==> src/rtl/seq_pkg.sv <==
// Shared types and constants for the operand sequencer: FSM states, the default
// 8-entry vector table and, when SEQ_LFSR_EN is defined, the LFSR constants.
package seq_pkg;

   typedef enum logic [1:0] {
      S_EMPTY = 2'd0,
      S_OFFER = 2'd1,
      S_HELD  = 2'd2
   } state_t;

   localparam logic [7:0] TBL_A  [8] = '{8'd5,  8'd10, 8'd15, 8'd55, 8'd6,  8'd8, 8'd0,  8'd14};
   localparam logic [7:0] TBL_B  [8] = '{8'd20, 8'd2,  8'd11, 8'd20, 8'd22, 8'd1, 8'd12, 8'd98};
   localparam logic [7:0] TBL_OP [8] = '{8'd1,  8'd2,  8'd3,  8'd4,  8'd5,  8'd6, 8'd7,  8'd8};

`ifdef SEQ_LFSR_EN
   localparam logic [31:0] LFSR_SEED = 32'hACE1_0001;
   // Right-shifting Galois form of taps 32,22,2,1.
   localparam logic [31:0] LFSR_TAPS = 32'h8020_0003;

   function automatic logic [31:0] lfsr_step(input logic [31:0] s);
      return (s >> 1) ^ (s[0] ? LFSR_TAPS : 32'h0);
   endfunction

   function automatic logic [31:0] bit_rev(input logic [31:0] s);
      logic [31:0] r;
      for (int k = 0; k < 32; k++) r[k] = s[31-k];
      return r;
   endfunction
`endif

endpackage

==> src/rtl/btn_debounce.sv <==
// Raw button to one-cycle step pulse: 2-FF synchroniser, stability counter,
// rising-edge detect on the accepted level.
module btn_debounce #(
   parameter int DEBOUNCE_CYCLES = 16
) (
   input  logic clk,
   input  logic rst_n,
   input  logic btn_i,
   output logic step_o
);

   localparam int CNT_W = $clog2(DEBOUNCE_CYCLES + 1);

   logic             sync1_q, sync2_q;
   logic             stable_q, stable_d;
   logic             prev_q;
   logic [CNT_W-1:0] cnt_q, cnt_d;

   // Counter restarts whenever the synchronised level agrees with the accepted one,
   // so any glitch shorter than DEBOUNCE_CYCLES is discarded.
   always_comb begin
      stable_d = stable_q;
      cnt_d    = '0;
      if (sync2_q != stable_q) begin
         if (cnt_q == CNT_W'(DEBOUNCE_CYCLES - 1)) stable_d = sync2_q;
         else                                       cnt_d    = cnt_q + CNT_W'(1);
      end
   end

   always_ff @(posedge clk or negedge rst_n) begin
      if (!rst_n) begin
         sync1_q  <= 1'b0;
         sync2_q  <= 1'b0;
         stable_q <= 1'b0;
         prev_q   <= 1'b0;
         cnt_q    <= '0;
      end else begin
         sync1_q  <= btn_i;
         sync2_q  <= sync1_q;
         stable_q <= stable_d;
         prev_q   <= stable_q;
         cnt_q    <= cnt_d;
      end
   end

   assign step_o = stable_q & ~prev_q;

endmodule

==> src/rtl/operand_sequencer.sv <==
// Steps through a DEPTH-entry operand table on debounced button presses and offers
// each vector over valid/ready. Optional random mode: define SEQ_LFSR_EN.
module operand_sequencer
   import seq_pkg::*;
#(
   parameter int WIDTH           = 32,
   parameter int OP_W            = 5,
   parameter int DEPTH           = 8,
   parameter int DEBOUNCE_CYCLES = 16
) (
   input  logic                     clk,
   input  logic                     rst_n,
`ifdef SEQ_LFSR_EN
   input  logic                     rand_mode,
`endif
   input  logic                     btn_fwd,
   input  logic                     btn_back,
   input  logic                     ready,
   output logic [WIDTH-1:0]         A,
   output logic [WIDTH-1:0]         B,
   output logic [OP_W-1:0]          op,
   output logic                     valid,
   output logic [$clog2(DEPTH)-1:0] index,
   output logic                     overrun
);

   localparam int IDX_W = $clog2(DEPTH);

   typedef struct packed {
      logic [WIDTH-1:0] a;
      logic [WIDTH-1:0] b;
      logic [OP_W-1:0]  op;
   } entry_t;

   function automatic entry_t rom(input logic [IDX_W-1:0] idx);
      entry_t      r;
      int unsigned i;
      i = 32'(idx);
      if (i < 32'd8) begin
         r.a  = WIDTH'(TBL_A[i[2:0]]);
         r.b  = WIDTH'(TBL_B[i[2:0]]);
         r.op = OP_W'(TBL_OP[i[2:0]]);
      end else begin
         r.a  = WIDTH'(i);
         r.b  = WIDTH'(2 * i);
         r.op = OP_W'((i % 8) + 1);
      end
      return r;
   endfunction

   logic             fwd_step, back_step;
   state_t           state_q, state_d;
   logic [WIDTH-1:0] a_q, a_d, b_q, b_d;
   logic [OP_W-1:0]  op_q, op_d;
   logic [IDX_W-1:0] idx_q, idx_d, nidx;
   logic             ovr_q, ovr_d;
   logic             fwd, bk, step, load;
   entry_t           e;

   btn_debounce #(.DEBOUNCE_CYCLES(DEBOUNCE_CYCLES)) u_db_fwd (
      .clk(clk), .rst_n(rst_n), .btn_i(btn_fwd), .step_o(fwd_step)
   );

   btn_debounce #(.DEBOUNCE_CYCLES(DEBOUNCE_CYCLES)) u_db_back (
      .clk(clk), .rst_n(rst_n), .btn_i(btn_back), .step_o(back_step)
   );

`ifdef SEQ_LFSR_EN
   logic [31:0] lfsr_q, lfsr_d;

   always_comb begin
      lfsr_d = lfsr_q;
      if (state_q == S_OFFER && ready) lfsr_d = lfsr_step(lfsr_q);
   end

   always_ff @(posedge clk or negedge rst_n) begin
      if (!rst_n) lfsr_q <= LFSR_SEED;
      else        lfsr_q <= lfsr_d;
   end
`endif

   // Simultaneous presses cancel; wrap-around falls out of the power-of-two index.
   always_comb begin
      fwd  = fwd_step & ~back_step;
      bk   = back_step & ~fwd_step;
      step = fwd | bk;

      state_d = state_q;
      a_d     = a_q;
      b_d     = b_q;
      op_d    = op_q;
      idx_d   = idx_q;
      ovr_d   = ovr_q;
      load    = 1'b0;
      nidx    = idx_q;
      e       = '0;

      case (state_q)
         S_EMPTY: begin
            if (step) begin
               state_d = S_OFFER;
               load    = 1'b1;
               nidx    = '0;
            end
         end
         S_OFFER: begin
            if (step)  ovr_d   = 1'b1;
            if (ready) state_d = S_HELD;
         end
         S_HELD: begin
            if (step) begin
               state_d = S_OFFER;
               load    = 1'b1;
               nidx    = fwd ? idx_q + IDX_W'(1) : idx_q - IDX_W'(1);
            end
         end
         default: state_d = S_EMPTY;
      endcase

      if (load) begin
         e     = rom(nidx);
         a_d   = e.a;
         b_d   = e.b;
         op_d  = e.op;
         idx_d = nidx;
`ifdef SEQ_LFSR_EN
         if (rand_mode) begin
            a_d   = WIDTH'(lfsr_q);
            b_d   = WIDTH'(bit_rev(lfsr_q));
            op_d  = OP_W'(lfsr_q[2:0]) + OP_W'(1);
            idx_d = idx_q;
         end
`endif
      end
   end

   always_ff @(posedge clk or negedge rst_n) begin
      if (!rst_n) begin
         state_q <= S_EMPTY;
         a_q     <= '0;
         b_q     <= '0;
         op_q    <= '0;
         idx_q   <= '0;
         ovr_q   <= 1'b0;
      end else begin
         state_q <= state_d;
         a_q     <= a_d;
         b_q     <= b_d;
         op_q    <= op_d;
         idx_q   <= idx_d;
         ovr_q   <= ovr_d;
      end
   end

   assign A       = a_q;
   assign B       = b_q;
   assign op      = op_q;
   assign index   = idx_q;
   assign valid   = (state_q == S_OFFER);
   assign overrun = ovr_q;

endmodule

==> config.mk <==
export PLATFORM = sky130hd
export DESIGN_NAME = operand_sequencer
export DESIGN_NICKNAME = d
export VERILOG_FILES = /design/src/rtl/seq_pkg.sv /design/src/rtl/btn_debounce.sv /design/src/rtl/operand_sequencer.sv
export SDC_FILE = /design/constraint.sdc
export NUM_CORES = 1
export LEC_CHECK = 0
export BUFFER_PORTS_ARGS = -buffer_cell sky130_fd_sc_hd__buf_4
export CAP_MARGIN = 30
export CORE_UTILIZATION = 53
export DETAILED_ROUTE_END_ITERATION = 7
export PLACE_DENSITY = 0.83
export SYNTH_ARGS = -nofsm -noshare
export SYNTH_HDL_FRONTEND = slang
export SYNTH_SLANG_ARGS = --single-unit
==> constraint.sdc <==
create_clock -name clk -period 5 [get_ports clk]
set_input_delay 1 -clock clk [delete_from_list [all_inputs] [get_ports clk]]
set_output_delay 1 -clock clk [all_outputs]
set_load 0.005 [all_outputs]
==> impl_metrics.tcl, run 1 <==
set metrics [dict create \
    outcome "completed" \
    grt_usage_pct 15.7 \
    clock_sinks 38 \
    p_leak_uw 0.00122 \
    synthFlopType "dfrtp_1" \
    start_util_pct 56.7 \
    rsz0062_at_grt "false" \
    p_per_area_nw_per_um2 257 \
    viasPerCell 4.52 \
    worst_slew_pin_slew_ns 0.715 \
    cts_resized 0 \
    core_um2 3770 \
    maxCapViolCount 0 \
    yosysSeqAreaShare_pct 44.5 \
    ios 79 \
    die_y_um 65.5 \
    diodes 0 \
    max-vdd-ir-drop_mv 0.149 \
    clk_pin_slew_worst_paths_ns 0.07 \
    drt_wl_total_um 2910 \
    ys_seq_elements 38 \
    tritoncts "built" \
    port_buffers 26 \
    holdWs_ns 0.353 \
    slew_violations 0 \
    yosysWarnings 0 \
    antenna_found_initial 0 \
    fmax_mhz 347 \
    worstPathArrival_ns 3.08 \
    power_uw 577 \
    cts_buffers 5 \
    grt_overflow 0 \
    fin_util_pct 59.5 \
    hpwl_um 2150 \
    first_pass_iters 4 \
    crit_path_start_kind "flop" \
    rows 22 \
    clock_skew_ns 0.00264 \
    die-area_um2 4290 \
    required_ns 5.20 \
    synth_common_cells "55 x buf_4, 38 x dfrtp_1, 16 x nand2_1, 13 x nor2_1" \
    post-route-period-util_pct 57.6 \
    hold_viol 0 \
    num_vias 1266 \
    first_global_vias 1151 \
    cts_root_buffer "clkbuf_8" \
    grt_first_pass_wirelength_um 5050 \
    yosysMostFrequentCell "buf_4" \
    fin_nets 248 \
    hold_path_class "reg2reg" \
    ant_nets 0 \
    gp_congestion 0.890 \
    synth-edff-count 0 \
    placedCellCount 272 \
    post_drt_wl_per_cell_um 10.4 \
    final.setup.tns_ns 0 \
    drt_iter0_drc 18 \
    postSynthCellCount 207 \
    end_kind "flop" \
    post_synth.cell_area_avg_um2 10.3 \
    layout-drive-gt1-share_pct 16.8 \
    holdBufCountCts 0 \
    period_minus_slack_ns 2.88 \
    htreeDepth 2 \
    synth.distinct_cells 34 \
    crit_fanout 25 \
    finalSetupViolations 0 \
    synthTopCellsByArea "dfrtp_1 44%, buf_4 19%, ha_1 6.4%" \
    route.detailed.drc 0 \
    yosys.area.top_type "dfrtp_1" \
    netlist_area_um2 2140 \
    synth_top_area_share_pct 44.5 \
    die_w_um 65.5 \
    area_growth_pct 4.86 \
    fin_cells 280 \
    grt_max_degree 39 \
    cts_buffer_depth 2 \
    async_flop_share_pct 100 \
    insertion_delay_ns 0.28 \
    worstSetupPathType "reg2reg" \
    cts_setup_buffers 0 \
    relSlewSlack_pct 52.4 \
]
[worst max-delay path, cell delays in order (launching register included)]
cell      delay [ns]
dfrtp_1         0.41
nor2b_1         0.14
ha_1            0.38
or2_1           0.60
nand2_1         0.19
o21ai_0         0.20
ha_1            0.33
or3_1           0.39
o211ai_1        0.17
[final cells by class]
class | count | area, um2
clock buffers | 6 | 82.6
flip-flops and latches | 38 | 951
repair buffers | 26 | 195
multi-input cells | 154 | 918
well taps | 48 | 60.1
fillers | 347 | 1530
clock inverters | 2 | 12.5
inverters | 6 | 22.5
[flip-flops by register name, indices dropped and copies added, names as in the netlist]
signal and cells:
u_db_back.prev_q 1, overrun 1, index 3, A 5, state_q 2, u_db_fwd.cnt_q 5
u_db_fwd.sync2_q 1, u_db_back.sync1_q 1, u_db_back.stable_q 1, u_db_fwd.prev_q 1, u_db_back.cnt_q 5, B 6
u_db_fwd.sync1_q 1, u_db_fwd.stable_q 1, op 3, u_db_back.sync2_q 1
[report_power, final]
part           switching [uW]  total, uW  internal [uW]
Clock                    99.9        210            111
Combinational            28.2       42.5           14.3
Sequential               7.52        324            317
Total                     136        577            442
[metal layers]
| metal | GRT usage (%) | share of wire (%) | vias to the layer above |
|---|---|---|---|
| li1 | - | - | 624 |
| met1 | 22.3 | 47 | 573 |
| met2 | 22.2 | 44 | 64 |
| met3 | 3.65 | 8.0 | 5 |
| met4 | 8.42 | 1.7 | 0 |
| met5 | 0 | 0 | - |
[through the flow]
step	setup WS, ns	cell area (um2)
after CTS	2.13	2240
final	2.12	2240
after floorplan	2.46	2330
after detailed placement	2.16	2150
after global placement	2.22	2150
after global routing	1.88	2240
[final timing paths]
check,start,cells past startpoint,endpoint,slack [ns]
worst max-delay path,u_db_fwd.stable_q$_DFFE_PN0P_,8,B[1]$_DFFE_PN0P_,2.12
worst min-delay path,u_db_fwd.sync1_q$_DFF_PN0_,0,u_db_fwd.sync2_q$_DFF_PN0_,0.35
worst max register to register,u_db_fwd.stable_q$_DFFE_PN0P_,8,B[1]$_DFFE_PN0P_,2.12
worst min register to register,u_db_fwd.sync1_q$_DFF_PN0_,0,u_db_fwd.sync2_q$_DFF_PN0_,0.35
max in group asynchronous,rst_n,1,A[2]$_DFFE_PN0P_,4.02
min in group asynchronous,rst_n,1,u_db_fwd.cnt_q[2]$_DFF_PN0_,0.66
[logic make-up after synthesis]
logic type,after synthesis,share of synthesized area (%)
AOI/OAI and AO/OA,27,7.90
xor gates and xnor gates,9,5.21
adders and majority gates,12,7.37
buffers and inverters,66,21.5
DFF,38,44.5
muxes,6,3.04
other,1,0.175
and+or+nand+nor,48,10.3
[placed cells by master (no fill, tap or decap), drive strengths merged, types with 3 or more instances in the layout]
cell type	n
nand3	5
inv	6
ha	11
buf	26
o21ai	12
nand2	16
conb	52
clkbuf	6
a21oi	3
nand2b	3
dfrtp	38
xor2	7
mux2	4
nor2	13
(Power assumes the default switching activity.)
==> inputs of run 2 (changes only) <==
--- a/config.mk
+++ b/config.mk
@@ -5,11 +5,12 @@
 export SDC_FILE = /design/constraint.sdc
 export NUM_CORES = 1
 export LEC_CHECK = 0
+export ABC_AREA = 1
 export BUFFER_PORTS_ARGS = -buffer_cell sky130_fd_sc_hd__buf_4
 export CAP_MARGIN = 30
-export CORE_UTILIZATION = 53
+export CORE_UTILIZATION = 49
 export DETAILED_ROUTE_END_ITERATION = 7
-export PLACE_DENSITY = 0.83
+export PLACE_DENSITY = 0.77
 export SYNTH_ARGS = -nofsm -noshare
 export SYNTH_HDL_FRONTEND = slang
 export SYNTH_SLANG_ARGS = --single-unit
==> constraint.sdc (replaced) <==
create_clock -name clk -period 2.8 [get_ports clk]
set_input_delay 0.56 -clock clk [delete_from_list [all_inputs] [get_ports clk]]
set_output_delay 0.56 -clock clk [all_outputs]
set_load 0.005 [all_outputs]
==> run 2 against run 1 <==
Against the previous run:
- via count is 7.3% higher
- first-iteration DRC count increased to 2.6 times the previous value
- total power is 75% higher
- register-to-register slack worse by 1.8 ns
==> impl_metrics.tcl, run 2 <==
set metrics [dict create \
    gp_congestion 0.777 \
    p_clk_share_pct 34.0 \
    holdWs_ns 0.228 \
    worstSetupPathType "reg2reg" \
    synth.distinct_cells 26 \
    die-area_um2 4620 \
    yosysWarnings 0 \
    mostFrequentLayoutCell "conb_1" \
    p_comb_share_pct 8.4 \
    cts_buffers 5 \
    finalSetupViolations 0 \
    diodes 0 \
    cts_setup_buffers 0 \
    final.setup.tns_ns 0 \
    cts_resized 0 \
    cts_root_buffer "clkbuf_8" \
    synth-edff-count 0 \
    crit_fanout 7 \
    post_synth.cell_area_avg_um2 9.11 \
    placedCellCount 307 \
    ys_seq_elements 38 \
    async_flop_share_pct 100 \
    yosysMostFrequentCell "buf_4" \
    swShare_pct 23.8 \
    synthFlopType "dfrtp_1" \
    antenna_found_initial 0 \
    layout-drive-gt1-share_pct 16.7 \
    preCtsSetupSlack_ns 0.286 \
    first_global_vias 1193 \
    required_ns 3.03 \
    final_cell_mix "52 x conb_1, 40 x nand2_1, 38 x dfrtp_1, 29 x buf_4, 20 x nand3_1" \
    fill_cells 373 \
    grt_first_pass_wirelength_um 5360 \
    ant_nets 0 \
    synth_common_cells "55 x buf_4, 40 x nand2_1, 38 x dfrtp_1, 20 x nand3_1, 19 x inv_1" \
    startpoint "u_db_fwd.stable_q$_DFFE_PN0P_" \
    grt_overflow 0 \
    grt_usage_pct 15.9 \
    fin_nets 281 \
    start_util_pct 52.1 \
    p_leak_uw 0.00129 \
    end_kind "flop" \
    clock_sinks 38 \
    tritoncts "built" \
    rsz0062_at_grt "false" \
    port_buffers 26 \
    core_um2 4090 \
    worstPathArrival_ns 2.73 \
    holdBufCountCts 0 \
    post_drt_wl_per_cell_um 10.7 \
    r2r-start "u_db_fwd.stable_q$_DFFE_PN0P_" \
    fin_ws_ns 0.296 \
    p_per_area_nw_per_um2 447 \
    period_minus_slack_ns 2.50 \
    first_pass_iters 4 \
    hold_path_class "in2async" \
    cts_buffer_depth 2 \
    synth_top_area_share_pct 44.6 \
    maxCapViolCount 0 \
    drt_iter0_drc 46 \
    htreeDepth 2 \
    die_w_um 67.9 \
    insertion_delay_ns 0.28 \
    fin_cells 314 \
    yosys.area.top_type "dfrtp_1" \
    slew_violations 0 \
    fmax_mhz 399 \
    drt_wl_total_um 3370 \
    route.detailed.drc 0 \
    largest_register_ffs 6 \
    crit_path_start_kind "flop" \
    seqPwrFrac_pct 57.6 \
    grt_max_degree 39 \
    power.switching_uw 240 \
    area_growth_pct 5.87 \
    clk_pin_slew_worst_paths_ns 0.07 \
    netlist_area_um2 2130 \
    hold_viol 0 \
    hpwl_um 2490 \
    synthTopCellsByArea "dfrtp_1 45%, buf_4 19%, nand2_1 7.0%" \
    ios 79 \
    post-route-period-util_pct 89.4 \
    num_vias 1359 \
    yosysSeqAreaShare_pct 44.6 \
    outcome "completed" \
    viasPerCell 4.33 \
    die_y_um 67.9 \
    postSynthCellCount 234 \
    max-vdd-ir-drop_mv 0.285 \
    internal-power_uw 768 \
    clock_skew_ns 0.00573 \
    rows 23 \
]
run 2: cell types whose count changed in the layout (fill, tap and decap cells not counted), moves of 3 or more:
cell and delta:
o21ai_0 -7, nand2b_1 -3, mux2_2 -4, xor2_1 -5
nand2_1 +24, buf_4 +3, nand2_2 +3, inv_1 +13
nand3_1 +15
run 2: cell families (layout without fill, tap and decap cells):
group           after synthesis  after routing  share of synthesized area [%]
flops                        38             38                           44.6
simple gates                 91             91                           20.0
compound gates                9              9                           2.35
other cells                   1             52                          0.176
xor+xnor                      4              4                           1.64
buf+inv                      79             58                           23.8
fa+ha+maj                    12             12                           7.40
run 2: worst paths after layout:
path | end | cells past startpoint | slack, ns
max in group asynchronous | u_db_back.cnt_q[2]$_DFF_PN0_ | 1 | 2.24
min | A[1]$_DFFE_PN0P_ | 1 | 0.23
min in group clk | u_db_back.sync2_q$_DFF_PN0_ | 0 | 0.35
max | A[1]$_DFFE_PN0P_ | 12 | 0.30
max reg2reg | A[1]$_DFFE_PN0P_ | 12 | 0.30
min reg2reg | u_db_back.sync2_q$_DFF_PN0_ | 0 | 0.35
run 2: metrics by stage:
step	utilization, %	area (um2)	total power (uW)
global placement	53.3	2180	673
global route	55.2	2260	1060
CTS	55.2	2260	1020
floorplan	-	2320	692
finish	55.2	2260	1010
detailed placement	53.3	2180	675
run 2: final cells by class:
type / instances / area [um2] / area share (%)
flip-flops and latches: 38 / 951 / 42.2
multi-input cells: 168 / 863 / 38.3
repair buffers: 29 / 218 / 9.65
inverters: 22 / 85.1 / 3.77
clock buffers: 7 / 76.3 / 3.38
well taps: 50 / 62.6 / 2.77
run 2: critical path: stages, from the launching register on:
cell      delay [ns]
dfrtp_1         0.40
inv_1           0.09
nor2_1          0.05
ha_1            0.43
ha_1            0.28
nand3b_1        0.15
nand3_1         0.21
inv_1           0.14
ha_1            0.29
inv_1           0.06
nor2_1          0.17
nand2_2         0.09
nand3_1         0.08
run 2: routing by layer:
layer  GRT usage [%]  vias up  part of all wire (%)
met2            25.4       40                    50
li1                -      681                     -
met4            7.03        0                   1.6
met1            20.0      632                    44
met5               0        -                     0
met3            4.50        6                   4.2
run 2: power by group through the flow:
stage | sequential, uW | combinational [uW] | clock (uW)
after detailed placement | 591 | 84.5 | 0
after floorplan | 589 | 103 | 0
after CTS | 581 | 84.9 | 354
after global placement | 590 | 82.5 | 0
final | 581 | 84.7 | 343
after global routing | 582 | 103 | 376
